$ cat src/rtl/button_press_classifier.sv
// Classifies debounced button gestures into short press, long press and double click.
// Optional auto-repeat of long_tick while held: define BUTTON_AUTO_REPEAT_EN.
module button_press_classifier #(
    parameter int unsigned CNT_W      = 26,
    parameter int unsigned LONG_CNT   = 50000000,
    parameter int unsigned GAP_CNT    = 25000000,
    parameter int unsigned REPEAT_CNT = 10000000
) (
    input  logic       clk_amisha,
    input  logic       reset_amisha,
    input  logic       db_level_in,
    input  logic       db_tick_in,
    output logic       short_tick,
    output logic       long_tick,
    output logic       double_tick,
    output logic       hold_level,
    output logic [7:0] event_count
);

    typedef enum logic [2:0] {
        IDLE      = 3'd0,
        PRESSED   = 3'd1,
        WAIT_GAP  = 3'd2,
        SECOND    = 3'd3,
        LONG_HOLD = 3'd4
    } state_t;

    localparam logic [CNT_W-1:0] LONG_LAST = CNT_W'(LONG_CNT - 1);
    localparam logic [CNT_W-1:0] GAP_LAST  = CNT_W'(GAP_CNT - 1);
`ifdef BUTTON_AUTO_REPEAT_EN
    localparam logic [CNT_W-1:0] REPEAT_LAST = CNT_W'(REPEAT_CNT - 1);
`endif

    state_t           state;
    state_t           state_next;
    logic [CNT_W-1:0] cnt;
    logic [CNT_W-1:0] cnt_next;
    logic             short_next;
    logic             long_next;
    logic             double_next;
    logic             hold_next;
    logic             any_event;

    always_ff @(posedge clk_amisha or posedge reset_amisha) begin
        if (reset_amisha) begin
            state       <= IDLE;
            cnt         <= '0;
            short_tick  <= 1'b0;
            long_tick   <= 1'b0;
            double_tick <= 1'b0;
            hold_level  <= 1'b0;
            event_count <= '0;
        end else begin
            state       <= state_next;
            cnt         <= cnt_next;
            short_tick  <= short_next;
            long_tick   <= long_next;
            double_tick <= double_next;
            hold_level  <= hold_next;
            if (any_event)
                event_count <= event_count + 8'd1;
        end
    end

    always_comb begin
        state_next  = state;
        cnt_next    = cnt;
        short_next  = 1'b0;
        long_next   = 1'b0;
        double_next = 1'b0;

        case (state)
            IDLE: begin
                if (db_tick_in)
                    state_next = PRESSED;
            end
            PRESSED: begin
                if (!db_level_in) begin
                    state_next = WAIT_GAP;
                end else if (cnt == LONG_LAST) begin
                    state_next = LONG_HOLD;
                    long_next  = 1'b1;
                end else begin
                    cnt_next = cnt + 1'b1;
                end
            end
            LONG_HOLD: begin
                if (!db_level_in) begin
                    state_next = IDLE;
                end else begin
`ifdef BUTTON_AUTO_REPEAT_EN
                    if (cnt == REPEAT_LAST) begin
                        cnt_next  = '0;
                        long_next = 1'b1;
                    end else begin
                        cnt_next = cnt + 1'b1;
                    end
`endif
                end
            end
            WAIT_GAP: begin
                // a second press on the expiry cycle still counts as a double click
                if (db_tick_in) begin
                    state_next = SECOND;
                end else if (cnt == GAP_LAST) begin
                    state_next = IDLE;
                    short_next = 1'b1;
                end else begin
                    cnt_next = cnt + 1'b1;
                end
            end
            SECOND: begin
                if (!db_level_in) begin
                    state_next  = IDLE;
                    double_next = 1'b1;
                end else if (cnt != '1) begin
                    cnt_next = cnt + 1'b1;
                end
            end
            default: begin
                state_next = IDLE;
            end
        endcase

        // every state change, including recovery from an illegal code, restarts timing
        if (state_next != state)
            cnt_next = '0;
    end

    assign hold_next = (state_next == LONG_HOLD);
    assign any_event = short_next | long_next | double_next;

endmodule

$ cat config.mk
export PLATFORM = sky130hd
export DESIGN_NAME = button_press_classifier
export DESIGN_NICKNAME = d
export VERILOG_FILES = /design/src/rtl/button_press_classifier.sv
export SDC_FILE = /design/constraint.sdc
export NUM_CORES = 1
export LEC_CHECK = 0
export BUFFER_PORTS_ARGS = -buffer_cell sky130_fd_sc_hd__buf_4
export CORE_MARGIN = 4
export CORE_UTILIZATION = 55
export DETAILED_ROUTE_END_ITERATION = 8
export GPL_TIMING_DRIVEN = 0
export MAX_ROUTING_LAYER = met4
export PLACE_DENSITY = 0.73
export SETUP_SLACK_MARGIN = 0.5
export SLEW_MARGIN = 0
export SYNTH_ARGS = -nofsm -noshare
export SYNTH_HDL_FRONTEND = slang
export SYNTH_SLANG_ARGS = --single-unit
$ cat constraint.sdc
create_clock -name clk_amisha -period 2.8 [get_ports clk_amisha]
set_input_delay 0 -clock clk_amisha [delete_from_list [all_inputs] [get_ports clk_amisha]]
set_output_delay 0 -clock clk_amisha [all_outputs]
set_load 0.05 [all_outputs]
# Word level (Yosys, flattened, before mapping)
# Cells that the tools add are included.
# classes
mux	23
n_reduce_logical	4
eq_ne	15
n_bitwise	2
add_sub_neg	2
# op_table
op	n
26-bit 2-to-1 mux	7
26-bit case mux with 3 select lines	1
26-bit by 1-bit adder with 26-bit output, second input constant	1
26-bit by 25-bit equality test with 1-bit output, second input constant	1
26-bit equality test, second input constant	1
26-bit inequality test, second input constant	1
3-bit 2-to-1 mux	6
3-bit inequality test, second input constant	6
3-bit case mux with 4 select lines	1
8-bit by 1-bit adder with 8-bit output, second input constant	1
1-bit 2-to-1 mux	8
7-bit AND reduction	1
3-bit by 2-bit equality test with 1-bit output, second input constant	2
3-bit equality test, second input constant	2
4-bit nonzero test	1
3-bit by 1-bit equality test with 1-bit output, second input constant	1
3-bit logical NOT	1
3-bit inequality test	1
1-bit OR	2
2-bit OR reduction	1
# word_totals
wordCells	53
ff_bits	41

# Logic depth before layout (Yosys ltp)
# Gate-level depths: netlist (run 1).
# logic_depth
depth_word	7
mapped_depth	10
ltp_nobuf	7

# Worst setup path after synthesis (run 1)
# Ideal clock, no wire load.
# synth_timing
path_type	register to register
from	reg cnt[9]
to	reg event_count[1]
path_slack_ps	284
arrival_ps	2392
n_path_buf	0
setup_ps	125
path_stages_with_launch	6
path_cell_list	dfrtp_1 or4_4 or3_1 or4_4 o211ai_4 mux2_2
# synth_between
elab_chain_len	6
elab_cells_between_ends	10
cone_classes	eq/ne (2); mux (6); bitwise (2)
# synth_lines
element	line_no	rtl
start, declared	36	logic [CNT_W-1:0] cnt;
start signal, assigned	55	cnt <= cnt_next;
26-bit by 25-bit equality test with 1-bit output or 26-bit equality test (tied branches)	105, 80	
1-bit 2-to-1 mux (on tied branches)	105, 80	
1-bit 2-to-1 mux (on tied branches)	103, 78	
1-bit 2-to-1 mux	72	case (state)
1-bit OR (*) (2 in series)	131	assign any_event = short_next | long_next | double_next;
end signal, assigned	61	event_count <= event_count + 8'd1;
end, declared	17	output logic [7:0] event_count
# Every way passes the cells marked *; elsewhere a longest branch is shown, timed or not.
# A chain may end at the register's enable or synchronous reset.

# Worst setup path in the final report (run 1)
# layout_timing
from	reg cnt[7]
to	reg event_count[4]
# Same word-level chain as after synthesis.

==> results of run 1 <==
[layer usage]
metal,global-route usage (%),share of wire (%)
met2,45.0,49
met1,34.2,40
met5,-,0
met4,7.96,3.4
met3,5.28,7.8
[worst max-delay path by stage]
| stage | from | to |
|---|---|---|
| final | cnt[7]$_DFFE_PP0P_ | event_count[4]$_DFFE_PP0P_ |
| after global routing | cnt[6]$_DFFE_PP0P_ | event_count[4]$_DFFE_PP0P_ |
| after CTS | cnt[10]$_DFFE_PP0P_ | event_count[4]$_DFFE_PP0P_ |
| after detailed placement | cnt[7]$_DFFE_PP0P_ | cnt[3]$_DFFE_PP0P_ |
| after global placement | cnt[7]$_DFFE_PP0P_ | cnt[18]$_DFFE_PP0P_ |
| after floorplan | cnt[7]$_DFFE_PP0P_ | event_count[1]$_DFFE_PP0P_ |
[synth_stat cells (5+ instances only)]
library cell   n
a21oi_1       22
o21ai_0        7
xnor2_1       10
dfrtp_1       41
buf_2          5
nor4_1        10
nor3_1         7
inv_1         15
nor2_1        25
or3_1          6
o31ai_1        8
nand4_1       18
nand3_1       17
clkbuf_1       6
or4_1         11
nand2_1       19
[final cells by class]
type	count	area, sq um
Buffer	14	163
Inverter	15	56.3
Tap cell	52	65.1
Timing Repair Buffer	55	480
Sequential cell	41	1030
Clock inverter	3	46.3
Multi-Input combinational cell	213	1510
Clock buffer	5	68.8
Fill cell	283	957
[logic make-up (layout without fill, tap and decap cells)]
kind of cell | count (synthesis) | after routing | share of synthesized area (%)
compound gates | 51 | 51 | 13.2
xor+xnor | 12 | 12 | 4.21
fa+ha+maj | 2 | 2 | 1.00
buf+inv | 29 | 92 | 5.46
flops | 41 | 41 | 41.1
mux | 4 | 4 | 1.80
simple gates | 144 | 144 | 33.3
[where the power goes]
part	total [mW]	leakage (nW)	switching (mW)	internal, mW
Sequential	0.710	0.551	0.0690	0.641
Clock	0.499	0.0543	0.232	0.267
Combinational	0.627	0.793	0.359	0.269
Total	1.84	1.40	0.659	1.18
[repair_timing]
item                                   4_1_cts  5_1_grt
buffers inserted                            22       11
resized for setup                           44       23
pin swaps                                    8        9
gates cloned                                 1        4
hold buffers                                 3        0
setup endpoints to repair                   34       34
endpoints found under the hold margin       44        0
[registers in the layout, summed over array words and instances (netlist names)]
signal / cells
cnt: 26
event_count: 8
state: 3
short_tick: 1
hold_level: 1
double_tick: 1
long_tick: 1
[critical path, delay by kind of cell, from the launching register on]
kind            cells  cell delay, ps
simple gates        4            1590
flops               1             410
compound gates      1             310
xor+xnor            1             170
==> reports/metrics.csv, run 1 <==
metric,value,unit
Die Ht,75.4,um
Rel. slew slack,43.9,%
Slowest cell on crit path,or4_4,
initial antenna violation count,0,
Post-synth EDFFs,0,
drt first pass iters,4,
worst-case reg-to-reg path depth,6,
"most used cell, CP",or4_4,
total track usage,27.3,%
crit-path max FO,8,
DR DRC count,0,
final std cells w/o fill,398,
Post-Syn Area,2500,sq um
Clock Path Buffers,2,
"commonest non-fill, non-tap cells in the layout","buf_4, dfrtp_1, nor2_1, a21oi_1",
leakage power,1.40,nW
CP peak stage delay,580,ps
min cycle time layout,2570,ps
DP HPWL,4240,um
"Avg Cell Area, Syn",8.83,sq um
# rows,24,
period utilisation layout,91.9,%
Worst EP required,3000,ps
Die W,75.4,um
clk slew on worst S/H paths,90,ps
Die Area,5690,sq um
critical path type,reg2reg,
Area contributors post-synth,"dfrtp_1, nand4_1, a21oi_1",
Initial Utilization,57.0,%
pin count of the biggest net entering global routing,42,
Synth top area share,41.1,%
Mapped Nets,289,
first-pass GRT wire length,11400,um
largest area contributor in the netlist,dfrtp_1,
final setup TNS,0,ps
synthesized flop and latch total,41,
Core ar.,4380,sq um
drt total wl,7750,um
clock network latency to the later pin of the worst-skew pair,310,ps
Util after Layout,78.2,%
H-tree depth,2,
io pins,16,
Main synth FF type,dfrtp_1,
Final #Nets,351,
status,"complete, no violations",
DR vias/cell,6.63,
Max-Cap Viols,0,
Worst R2R Setup Slack,230,ps
Final ANT Viol Nets,0,
RSZ-0062 raised after global routing,true,
cts bufs inserted,5,
Peak supply drop,0.334,mV
root buf cell,clkbuf_8,
placed insts,349,
Pwr Density,536,nW/um^2
total chip power,1.84,mW
Starting DRT DRC Count,315,
startpoint types,flip-flop,
Slew Limit Fails,0,
GPL Wtd Cong,0.941,
final-report setup violation count,0,
GR Overflow Total,0,
type of the worst min-delay path,in2async,
reg2reg end,event_count[4]$_DFFE_PP0P_,
Yosys cell types,48,
register area share after synthesis,41.1,%
Antenna Cells,0,
final hold viol count,0,
pre-CTS setup slack,-21.3,ps
vias in the first global route,2396,
Worst R2R Start,cnt[7]$_DFFE_PP0P_,
Ys Warns,0,
placed cell area,2690,sq um
Synth Instances,283,
CTS tree,built,
synthesis-to-layout area growth,37.2,%
I/O Buffers,14,
share of flip-flops with an asynchronous set or reset,100,%
"critical path, cell by cell",or4_4 > or3_4 > or4_4 > o211ai_4 > nand4_1 > xnor2_2,
Vias,2637,
average wire per standard cell,19.5,um
layout cells sized above 1,34.1,%
Worst EP arrival,2780,ps
worst setup margin,227,ps
CP Capture Type,flip-flop,
worst slew pin tran,841,ps
post-route cell area,3430,sq um
hold slack final,416,ps
Max Clk Rate,389,MHz
"commonest non-fill, non-tap cell in the layout",buf_4,
clock skew,15.2,ps
clock sink count,41,
Note: power is estimated with default switching activity, not from simulation.
==> inputs of run 2 (changes only) <==
RECOVER_POWER = 25   (was unset)
SLEW_MARGIN = unset   (was 0)
==> reports/metrics.csv, run 2 (same netlist as run 1, synthesis figures left out) <==
metric,value,unit
status,"finished, violations left",
failing checks,"capacitance limit, slew limit",
CP Capture Type,flip-flop,
"commonest non-fill, non-tap cells in the layout","dfrtp_1, buf_4, nor2_1, a21oi_1",
initial antenna violation count,0,
Max Clk Rate,389,MHz
Slew Limit Fails,42,
hold path endpoint,event_count[7]$_DFFE_PP0P_,
clock network latency to the later pin of the worst-skew pair,310,ps
Final #Nets,351,
Final ANT Viol Nets,0,
Worst EP required,3000,ps
Vias,2643,
crit-path max FO,8,
min cycle time layout,2570,ps
io pins,16,
Starting DRT DRC Count,315,
DP HPWL,4240,um
Largest register FFs,26,
startpoint types,flip-flop,
worst-case reg-to-reg path depth,6,
drt first pass iters,5,
worst slew pin tran,1510,ps
synthesis-to-layout area growth,35.4,%
"Most flops, register",cnt,
final hold viol count,0,
Initial Utilization,57.0,%
biggest regs,"cnt: 26 flops, event_count: 8 flops, state: 3 flops",
Core ar.,4380,sq um
Clock Path Buffers,2,
type of the worst min-delay path,reg2reg,
clk slew on worst S/H paths,90,ps
vias in the first global route,2396,
Pwr Density,535,nW/um^2
DR vias/cell,6.64,
"commonest non-fill, non-tap cell in the layout",dfrtp_1,
total chip power,1.81,mW
period utilisation layout,91.7,%
final-report setup violation count,0,
Die Area,5690,sq um
Max-Cap Viols,1,
CTS tree,built,
Worst R2R Setup Slack,230,ps
Die W,75.4,um
clock sink count,41,
critical path type,reg2reg,
GR Overflow Total,0,
Peak supply drop,0.335,mV
HP Start,event_count[7]$_DFFE_PP0P_,
final setup TNS,0,ps
I/O Buffers,14,
DR DRC count,0,
average wire per standard cell,19.4,um
reg2reg end,event_count[4]$_DFFE_PP0P_,
Worst EP arrival,2770,ps
GPL Wtd Cong,0.941,
total track usage,27.3,%
cts bufs inserted,5,
layout cells sized above 1,30.3,%
drt total wl,7740,um
root buf cell,clkbuf_8,
# rows,24,
Antenna Cells,0,
Rel. slew slack,-0.634,%
first-pass GRT wire length,11400,um
pin count of the biggest net entering global routing,42,
Die Ht,75.4,um
H-tree depth,2,
RSZ-0062 raised after global routing,true,
clock skew,15.6,ps
WHS Path Cells,1,
Worst R2R Start,cnt[7]$_DFFE_PP0P_,
leakage power,1.35,nW
run 2: cell count changes in the layout (fill, tap and decap cells not counted):
| cell | delta |
|---|---|
| clkbuf_1 | +12 |
| clkbuf_4 | +1 |
| inv_1 | +1 |
| inv_2 | -1 |
| buf_4 | -13 |
run 2: cell type report:
| class | count | area [sq um] |
|---|---|---|
| multi-input cells | 213 | 1510 |
| flip-flops and latches | 41 | 1030 |
| fillers | 302 | 1000 |
| repair buffers | 55 | 435 |
| plain buffers | 14 | 163 |
| clock buffers | 5 | 68.8 |
| well taps | 52 | 65.1 |
| inverters | 15 | 56.3 |
| clock inverters | 3 | 46.3 |
run 2: worst max-delay path, stage by stage, from the launching register on:
cell	delay, ps
dfrtp_1	410
or4_4	580
or3_4	360
or4_4	460
o211ai_4	310
nand4_1	190
xnor2_2	170
run 2: worst max-delay path by stage:
stage | to | start | slack (ps)
floorplan | event_count[1]$_DFFE_PP0P_ | cnt[7]$_DFFE_PP0P_ | 420
global placement | cnt[18]$_DFFE_PP0P_ | cnt[7]$_DFFE_PP0P_ | -20
detailed placement | cnt[3]$_DFFE_PP0P_ | cnt[7]$_DFFE_PP0P_ | -20
CTS | event_count[4]$_DFFE_PP0P_ | cnt[10]$_DFFE_PP0P_ | 310
global route | event_count[4]$_DFFE_PP0P_ | cnt[6]$_DFFE_PP0P_ | 160
finish | event_count[4]$_DFFE_PP0P_ | cnt[7]$_DFFE_PP0P_ | 230
run 2: power by group:
part	internal [mW]	leakage (nW)	switching (mW)
clock	0.267	0.0543	0.232
combinational	0.244	0.744	0.359
sequential	0.641	0.551	0.0683
total	1.15	1.35	0.659
run 2: per-stage QoR:
| step | setup slack, ps | std cells | util (%) | area [sq um] | hold WS (ps) |
|---|---|---|---|---|---|
| finish | 232 | 398 | 77.1 | 3380 | 470 |
| global route | 164 | 398 | 77.1 | 3380 | 491 |
| CTS | 310 | 383 | 72.8 | 3190 | 455 |
| detailed placement | -21.3 | 349 | 61.4 | 2690 | 230 |
| global placement | -16.4 | 349 | 61.4 | 2690 | 285 |
| floorplan | 420 | 283 | - | 2520 | 144 |
run 2: routing by layer:
metal	GRT usage (%)	share of wire (%)
met2	45.0	48
met3	5.28	8.8
met4	7.96	3.3
met5	-	0
met1	34.2	40
run 2: what timing repair did:
| item | 4_1_cts | 5_1_grt |
|---|---|---|
| endpoints found under the hold margin | 44 | 0 |
| gates cloned | 1 | 4 |
| pin swaps | 8 | 9 |
| setup buffers | 22 | 11 |
| endpoints found under the setup margin | 34 | 34 |
| resized for setup | 44 | 23 |
| hold buffers | 3 | 0 |
==> inputs of run 3 (changes only) <==
--- a/config.mk
+++ b/config.mk
@@ -9,3 +9,3 @@
 export CORE_MARGIN = 4
-export CORE_UTILIZATION = 55
+export CORE_UTILIZATION = 54
 export DETAILED_ROUTE_END_ITERATION = 8
@@ -13,3 +13,3 @@
 export MAX_ROUTING_LAYER = met4
-export PLACE_DENSITY = 0.73
+export PLACE_DENSITY = 0.72
 export RECOVER_POWER = 25
==> constraint.sdc (replaced) <==
create_clock -name clk_amisha -period 2.8 [get_ports clk_amisha]
set_input_delay 0.28 -clock clk_amisha [delete_from_list [all_inputs] [get_ports clk_amisha]]
set_output_delay 0.28 -clock clk_amisha [all_outputs]
set_load 0.05 [all_outputs]
==> reports/metrics.csv, run 3 (same netlist as run 1, synthesis figures left out) <==
metric,value,unit
status,"finished, violations left",
failing checks,"capacitance limit, slew limit",
Peak supply drop,0.293,mV
DR vias/cell,6.67,
H-tree depth,2,
clock network latency to the later pin of the worst-skew pair,300,ps
# rows,24,
drt first pass iters,5,
worst setup margin,262,ps
average wire per standard cell,18.7,um
vias in the first global route,2418,
Crit path buffers/inverters,1,
CTS tree,built,
Largest register FFs,26,
total track usage,24.3,%
Worst EP arrival,2720,ps
dominant delay contributor by cell family on the critical path,simple AND/OR/NAND/NOR gates,
layout cells sized above 1,33.3,%
RSZ-0062 raised after global routing,true,
Slew Limit Fails,42,
"commonest non-fill, non-tap cells in the layout","dfrtp_1, buf_4, nor2_1, a21oi_1",
GPL Wtd Cong,0.920,
min cycle time layout,2540,ps
Die Area,5780,sq um
initial antenna violation count,0,
Clock Path Buffers,2,
Final #Nets,335,
Post-CTS Hold Buffers,0,
final setup TNS,0,ps
post-route cell area,3350,sq um
first-pass GRT wire length,11400,um
I/O Buffers,14,
Max Clk Rate,394,MHz
Pwr Density,556,nW/um^2
Die W,76.0,um
Worst EP required,2980,ps
worst slew pin tran,1560,ps
leakage power,1.31,nW
Slowest cell on crit path,or4_4,
# fillers,278,
placed cell area,2690,sq um
critical path type,reg2reg,
type of the worst min-delay path,in2reg,
biggest regs,"cnt: 26 flops, event_count: 8 flops, state: 3 flops",
pin count of the biggest net entering global routing,42,
Initial Utilization,56.6,%
Max-Cap Viols,1,
GR Overflow Total,0,
Core ar.,4410,sq um
io pins,16,
root buf cell,clkbuf_8,
drt total wl,7150,um
clock skew,8.34,ps
Antenna Cells,0,
pre-CTS setup slack,-48.6,ps
startpoint types,flip-flop,
"Most flops, register",cnt,
CP Capture Type,flip-flop,
hold slack final,262,ps
cts bufs inserted,5,
"critical path, cell by cell",or4_4 > or3_4 > or4_4 > o211ai_4 > buf_4 > nand2_2 > xnor2_1,
clk slew on worst S/H paths,80,ps
final hold viol count,0,
"most used cell, CP",or4_4,
clock sink count,41,
CP peak stage delay,540,ps
synthesis-to-layout area growth,34.0,%
Vias,2547,
crit-path max FO,8,
Final ANT Viol Nets,0,
DP HPWL,4270,um
period utilisation layout,90.6,%
Rel. slew slack,-3.99,%
"commonest non-fill, non-tap cell in the layout",dfrtp_1,
Starting DRT DRC Count,221,
DR DRC count,0,
final-report setup violation count,0,
total chip power,1.86,mW
Die Ht,76.0,um
==> run 3: cell types whose count changed in the layout (fill, tap and decap cells not counted), sizes merged <==
cell | before | now
buf | 44 | 43
bufinv | 1 | 2
clkbuf | 27 | 15
clkinvlp | 1 | 0
dlygate4sd3 | 3 | 0
==> run 3: final cells by class <==
type / instances / area [sq um] / area share, %
Sequential cell: 41 / 1030 / 30.9
Tap cell: 52 / 65.1 / 1.94
Buffer: 14 / 153 / 4.56
Clock inverter: 3 / 65.1 / 1.94
Timing Repair Buffer: 39 / 335 / 10.0
Inverter: 15 / 56.3 / 1.68
Clock buffer: 5 / 68.8 / 2.06
Multi-Input combinational cell: 213 / 1570 / 46.9
==> run 3: worst reg2reg max path, cell delays in order (launching register included) <==
cell and delay (ps):
dfrtp_1 420, or4_4 540, or3_4 350, or4_4 460
o211ai_4 320, buf_4 170, nand2_2 40, xnor2_1 120
==> run 3: routing by layer <==
layer	vias up	part of all wire, %	track usage (%)
li1	1156	-	-
met1	1216	39	31.6
met2	157	49	36.6
met3	18	9.6	4.85
met4	0	2.3	10.7
met5	-	0	-
==> run 3: per-stage QoR <==
stage               instances  util, %
floorplan                 283        -
global placement          349     61.0
detailed placement        349     61.0
CTS                       374     70.6
global route              382     75.9
finish                    382     75.9
==> run 3: what timing repair did <==
item / CTS / global route
endpoints found under the setup margin: 34 / 34
pin swaps: 7 / 15
cloned: 1 / 2
gates resized for setup: 43 / 30
endpoints found under the hold margin: 0 / 0
setup buffers: 16 / 6
==> run 3: final timing paths <==
kind                                             from  depth (start not counted)                    endpoint  slack (ps)
setup / recovery                  cnt[10]$_DFFE_PP0P_                          7  event_count[2]$_DFFE_PP0P_         260
max in group asynchronous                reset_amisha                          2         cnt[12]$_DFFE_PP0P_        1320
hold reg to reg            event_count[7]$_DFFE_PP0P_                          1  event_count[7]$_DFFE_PP0P_         480
setup reg to reg                  cnt[10]$_DFFE_PP0P_                          7  event_count[2]$_DFFE_PP0P_         260
min in group asynchronous                reset_amisha                          2       double_tick$_DFF_PP0_         460
hold / removal                             db_tick_in                          3          state[0]$_DFF_PP0_         260
==> run 3: power breakdown <==
group	internal, mW	switching [mW]
Sequential	0.641	0.0633
Clock	0.354	0.212
Combinational	0.244	0.348
